===== config.mk =====
export PLATFORM = sky130hd
export DESIGN_NAME = i2s_transmitter
export DESIGN_NICKNAME = d
export VERILOG_FILES = /design/src/rtl/i2s_transmitter.sv
export SDC_FILE = /design/constraint.sdc
export NUM_CORES = 1
export LEC_CHECK = 0
export ABC_AREA = 1
export CAP_MARGIN = 10
export CORE_UTILIZATION = 58
export DETAILED_ROUTE_END_ITERATION = 16
export PLACE_DENSITY = 0.79
export SYNTH_ARGS = -nofsm -noshare
export SYNTH_HDL_FRONTEND = slang
export SYNTH_SLANG_ARGS = --single-unit

===== constraint.sdc =====
create_clock -name clk -period 2.8 [get_ports clk]
set_clock_uncertainty 0.1 [all_clocks]
set_input_delay 0.56 -clock clk [delete_from_list [all_inputs] [get_ports clk]]
set_output_delay 0.56 -clock clk [all_outputs]
set_load 0.01 [all_outputs]

===== src/rtl/i2s_transmitter.sv =====
// -----------------------------------------------------------------------------
// i2s_transmitter
//
// Serializes mono samples onto a standard I2S link. Each accepted sample is
// duplicated into the left and right slots of one frame. BCLK and LRCLK are
// derived from clk. A single holding register sits behind a valid/ready
// handshake, and at most one sample is consumed per frame.
//
// Optional feature macro: I2S_TX_UNDERRUN_HOLD_EN
//   defined   - on underrun, the previous frame word is repeated
//   undefined - on underrun, silence (0) is sent
//
// Parameters
//   SAMPLE_WIDTH  width of sample, in bits
//   SLOT_BITS     BCLK periods per channel slot (>= SAMPLE_WIDTH)
//   BCLK_HALF     clk cycles per BCLK half-period (>= 2)
//
// Ports
//   clk           system clock
//   rst_n         asynchronous active-low reset
//   sample        two's-complement input sample
//   sample_valid  sample is valid this cycle
//   sample_ready  holding register is empty (registered)
//   bclk          I2S bit clock
//   lrclk         I2S word select (0 = left, 1 = right)
//   sdata         I2S serial data, MSB first, zero padded after the LSB
//   underrun      one-cycle pulse when a frame starts with no sample held
// -----------------------------------------------------------------------------
module i2s_transmitter #(
  parameter int SAMPLE_WIDTH = 16,
  parameter int SLOT_BITS    = 16,
  parameter int BCLK_HALF    = 8
) (
  input  logic                    clk,
  input  logic                    rst_n,
  input  logic [SAMPLE_WIDTH-1:0] sample,
  input  logic                    sample_valid,
  output logic                    sample_ready,
  output logic                    bclk,
  output logic                    lrclk,
  output logic                    sdata,
  output logic                    underrun
);

  localparam int FRAME_BITS = 2 * SLOT_BITS;
  localparam int DIV_W      = $clog2(BCLK_HALF);
  localparam int BIT_W      = $clog2(FRAME_BITS);
  localparam int PAD_BITS   = SLOT_BITS - SAMPLE_WIDTH;

  localparam logic [DIV_W-1:0] DIV_MAX   = DIV_W'(BCLK_HALF - 1);
  localparam logic [BIT_W-1:0] BIT_MAX   = BIT_W'(FRAME_BITS - 1);
  localparam logic [BIT_W-1:0] BIT_RIGHT = BIT_W'(SLOT_BITS);
  localparam logic [BIT_W-1:0] LR_FIRST  = BIT_W'(SLOT_BITS - 1);
  localparam logic [BIT_W-1:0] LR_LAST   = BIT_W'(FRAME_BITS - 2);

  // Left-justify a sample inside a slot; bits after the LSB are zero.
  function automatic logic [SLOT_BITS-1:0] slot_align(input logic [SAMPLE_WIDTH-1:0] w);
    return SLOT_BITS'(w) << PAD_BITS;
  endfunction

  // ---------------------------------------------------------------------------
  // State
  // ---------------------------------------------------------------------------
  logic [DIV_W-1:0]        div_cnt;
  logic [BIT_W-1:0]        bit_cnt;
  logic [SLOT_BITS-1:0]    shift_reg;
  logic [SAMPLE_WIDTH-1:0] frame_word;
  logic [SAMPLE_WIDTH-1:0] hold_reg;
  logic                    full;

  // ---------------------------------------------------------------------------
  // Next-state logic
  // ---------------------------------------------------------------------------
  logic                    wrap;
  logic                    fall;
  logic [BIT_W-1:0]        bit_nxt;
  logic                    frame_load;
  logic                    slot_load;
  logic                    transfer;
  logic                    full_nxt;
  logic                    lrclk_nxt;
  logic [SAMPLE_WIDTH-1:0] fill_word;
  logic [SAMPLE_WIDTH-1:0] load_word;

  always_comb begin
    // NOTE: every signal gets a default first so no path leaves it unassigned,
    // which would otherwise infer a latch.
    wrap       = (div_cnt == DIV_MAX);
    fall       = wrap & bclk;
    bit_nxt    = (bit_cnt == BIT_MAX) ? '0 : bit_cnt + BIT_W'(1);
    frame_load = fall & (bit_nxt == '0);
    slot_load  = fall & (bit_nxt == BIT_RIGHT);
    transfer   = sample_valid & sample_ready;
    lrclk_nxt  = (bit_nxt >= LR_FIRST) && (bit_nxt <= LR_LAST);

`ifdef I2S_TX_UNDERRUN_HOLD_EN
    fill_word  = frame_word;
`else
    fill_word  = '0;
`endif
    load_word  = full ? hold_reg : fill_word;

    // sample_ready mirrors ~full, so a transfer can only happen while empty.
    // A load that coincides with a transfer leaves the new sample held.
    full_nxt = full;
    if (transfer) begin
      full_nxt = 1'b1;
    end else if (frame_load) begin
      full_nxt = 1'b0;
    end
  end

  // ---------------------------------------------------------------------------
  // Registers
  // ---------------------------------------------------------------------------
  // NOTE: sequential state uses non-blocking assignments so every register
  // samples the pre-edge values, independent of statement order.
  always_ff @(posedge clk or negedge rst_n) begin
    if (!rst_n) begin
      div_cnt      <= '0;
      bclk         <= 1'b0;
      bit_cnt      <= BIT_MAX;
      lrclk        <= 1'b0;
      shift_reg    <= '0;
      // NOTE: the data registers are reset too, because a held sample must be
      // discarded and the hold-on-underrun fill word must start at 0.
      frame_word   <= '0;
      hold_reg     <= '0;
      full         <= 1'b0;
      sample_ready <= 1'b0;
      underrun     <= 1'b0;
    end else begin
      div_cnt      <= wrap ? '0 : div_cnt + DIV_W'(1);
      full         <= full_nxt;
      sample_ready <= ~full_nxt;
      underrun     <= frame_load & ~full;

      if (wrap) begin
        bclk <= ~bclk;
      end

      if (transfer) begin
        hold_reg <= sample;
      end

      if (fall) begin
        bit_cnt <= bit_nxt;
        lrclk   <= lrclk_nxt;
        if (frame_load) begin
          frame_word <= load_word;
          shift_reg  <= slot_align(load_word);
        end else if (slot_load) begin
          shift_reg  <= slot_align(frame_word);
        end else begin
          shift_reg  <= shift_reg << 1;
        end
      end
    end
  end

  assign sdata = shift_reg[SLOT_BITS-1];

endmodule


==> results.tsv <==
stage	metric	value	unit
run_status	status	finished clean	
synth	Async S/R FF share, synth	100	%
sta	fin crit period	2390	ps
worst_setup_path	Crit. End Element	flip-flop	
synth	post-synth top area share	45.0	%
clocking	clock buffer depth	2	
synth	syn nets	366	
sta	setup tns final	0	ps
power	P_int	1.33	mW
power	Leakage	1.81	nW
sta	final hold viol count	0	
worst_hold_path	HP Class	in -> async	
synth	sequential area share after synthesis	49.2	%
route	WL final	5.68	mm
synth	number of enable flip-flop cells after synthesis	0	
worst_setup_path	CP Cell Sequence	ha_1, nand2_1, nor2_1, ha_1, inv_2, nand3_2, nand2_4, nor2_4, buf_4, inv_1, nor2_1, nand3_1, o211ai_1	
route	drt wl/cell	13.0	um
synth	Synth area leader	dfrtp_1	
clocking	Hold Buf Count CTS	0	
final_layout	share of layout cells above drive strength 1	21.6	%
power	power per cell area	474	nW/um^2
power	Worst IR Drop VDD	0.390	mV
route	DR DRC count	0	
worst_setup_path	CP arrival	2540	ps
final_layout	Final nets	387	
floorplanning	num rows	26	
synth	Avg Cell Area, Syn	9.17	um^2
synth	compound-gate portion of the synthesized area	11.2	%
synth	post-synthesis simple-gate area fraction	20.4	%
placement	RD Place Congestion	0.821	
floorplanning	area of the core	5140	um^2
floorplanning	io pins	24	
route	Antenna Violating Nets Remaining	0	
power	total power	1.69	mW
floorplanning	Die Y	75.3	um
floorplanning	Die X	75.3	um
clocking	TritonCTS buffer count	9	
clocking	postcts setup bufs	0	
route	first drt pass iteration count	4	
sta	f_max	418	MHz
power	Combinational Power Share	2.6	%
worst_setup_path	slowest CP cell	dfstp_2	
clocking	H-tree levels	3	
route	via count	2258	
synth	XOR/XNOR share of the synthesized area	0	%
synth	Synth cell types	32	
sta	setup violators final	0	
run	MaxCap Viol Count	0	
synth	Synthesis Warnings	0	
placement	dpl hpwl	3.69	mm
sta	Final Max Slew Viols	0	
synth	most common cell in the netlist	nand2_1	
power	share of power burned in registers	52.2	%
clocking	# resized after CTS	0	
floorplanning	initial core utilization	60.6	%
global_route	first-pass GRT wire length	9.76	mm
final_layout	Area Overhead vs Synth	14.4	%
synth	largest family of logic cells by synthesized area	simple AND/OR/NAND/NOR gates	
clocking	clk_lat worst skew	330	ps
global_route	GRT Total Usage	23.3	%
power	Sw Pwr	0.354	mW
route	post-DR vias/cell	5.18	
global_route	vias in the first global route	2165	
final_layout	# diodes	0	
route	DRT iter0 DRCs	143	
clocking	CTS tree	yes	
power	Clock Power Share	45.2	%
synth	most frequent cells after synthesis	nand2_1, dfrtp_1, inv_1	
synth	mux share of post-synthesis cell area	5.78	%
sta	worst slew pin tran	673	ps
worst_setup_path	WS Path Type	reg -> reg	
sta	final hold slack	122	ps
synth	Adder-Cell Fraction of Synth Area	2.81	%
final_layout	Fillers	431	
worst_setup_path	Crit Path Max Fanout	16	
floorplanning	die area	5670	um^2
power	switch share	21.0	%
worst_setup_path	startpoint class of the critical path	flip-flop	
placement	Port Buf Inserts	23	
sta	RSZ-0062 raised after global routing	no	
synth	synth top area cells	dfrtp_1, nand2_1, inv_1, mux2_2, dfstp_2	
worst_setup_path	Worst Path Buf+Inv	3	
worst_setup_path	delay-heaviest family, CP	simple AND/OR/NAND/NOR gates	
global_route	GR Overflow Total	0	
synth	Post-Syn Area	3120	um^2
sta	Max-slew headroom	55.0	%
clocking	total clock sinks	61	
worst_setup_path	Required @ worst endpoint	2950	ps
worst_setup_path	Critical Path Max Stage Delay	600	ps
global_route	initial antenna violation count	0	
synth	Main synth FF type	dfrtp_1	
global_route	largest net degree at the start of global routing	40	
clocking	Root Buffer	clkbuf_8	
clocking	Worst-path clk slew	70	ps
sta	post-route clock period utilization	85.4	%
synth	Synth Register Bits	61	
synth	Mapped Cells	340	
==> worst register-to-register path, cell delays in order, from the launching register on <==
cell	delay, ps
dfstp_2	600
ha_1	190
nand2_1	80
nor2_1	90
ha_1	180
inv_2	60
nand3_2	110
nand2_4	90
nor2_4	110
buf_4	230
inv_1	60
nor2_1	170
nand3_1	120
o211ai_1	110
==> power groups by stage <==
stage	combinational [mW]	clock, mW	sequential [mW]
4_1_cts	0.0452	0.782	0.881
2_1_floorplan	0.000252	0	0.898
6_report	0.0434	0.764	0.882
3_5_place_dp	0.0452	0	0.898
3_3_place_gp	0.0445	0	0.898
5_1_grt	0.0493	0.807	0.881
==> routing by layer <==
layer  global-route usage, %  vias to the layer above  wire length (um)
li1                        -                     1134                 -
met1                    32.0                     1063              2620
met2                    35.4                       51              2730
met3                    4.23                       10               228
met4                    12.3                        0                96
met5                       0                        -                 0
==> layout make-up <==
class	instances	area, um^2	share of cell area, %
Timing Repair Buffer	28	288	8.07
Inverter	57	214	6.00
Sequential cell	61	1530	43.0
Clock inverter	5	50.0	1.40
Tap cell	70	87.6	2.46
Multi-Input combinational cell	204	1250	35.1
Clock buffer	11	141	3.96
==> cell families (layout without fill, tap and decap cells) <==
family / Yosys count / in the layout
and+or+nand+nor: 127 / 127
buffers and inverters: 75 / 101
DFF: 61 / 61
AOI/OAI and AO/OA: 54 / 54
muxes: 16 / 16
adders and majority gates: 7 / 7
==> stage by stage <==
step / setup slack [ps] / cell area [um^2] / utilization (%) / std cells
5_1_grt: 263 / 3570 / 69.4 / 436
6_report: 409 / 3570 / 69.4 / 436
3_3_place_gp: 494 / 3370 / 65.7 / 420
3_5_place_dp: 418 / 3370 / 65.7 / 420
2_1_floorplan: 680 / 3120 / - / 340
4_1_cts: 407 / 3570 / 69.4 / 436
==> path summary, 6_finish.rpt <==
check	start	endpoint	slack (ps)	depth (start not counted)
worst min register to register	div_cnt[0]$_DFF_PN0_	div_cnt[0]$_DFF_PN0_	340	1
worst min-delay path	rst_n	div_cnt[2]$_DFF_PN0_	120	1
worst max-delay path	bit_cnt[1]$_DFFE_PN1P_	shift_reg[0]$_DFFE_PN0P_	410	13
worst max register to register	bit_cnt[1]$_DFFE_PN1P_	shift_reg[0]$_DFFE_PN0P_	410	13
max in group asynchronous	rst_n	bit_cnt[2]$_DFFE_PN1P_	1820	2
min in group clk	div_cnt[0]$_DFF_PN0_	div_cnt[0]$_DFF_PN0_	340	1
==> cell usage in the layout, fill, tap and decap left out, types with 3 or more instances in the layout <==
master | Yosys | routed
nand2_1 | 59 | 59
dfrtp_1 | 56 | 56
inv_1 | 54 | 54
nor2_1 | 24 | 24
nand3_1 | 23 | 23
clkdlybuf4s50_1 | 0 | 22
mux2_2 | 16 | 16
a31oi_1 | 15 | 15
nand3_2 | 10 | 10
clkbuf_8 | 0 | 10
a21oi_2 | 9 | 9
o21ai_1 | 9 | 9
a21oi_1 | 8 | 8
ha_1 | 7 | 7
o21ai_2 | 6 | 6
o21ai_0 | 5 | 5
dfstp_2 | 5 | 5
nand2_2 | 4 | 4
clkinv_2 | 0 | 4
inv_2 | 3 | 3
buf_4 | 1 | 3
Power figures use the tool's default switching activity.
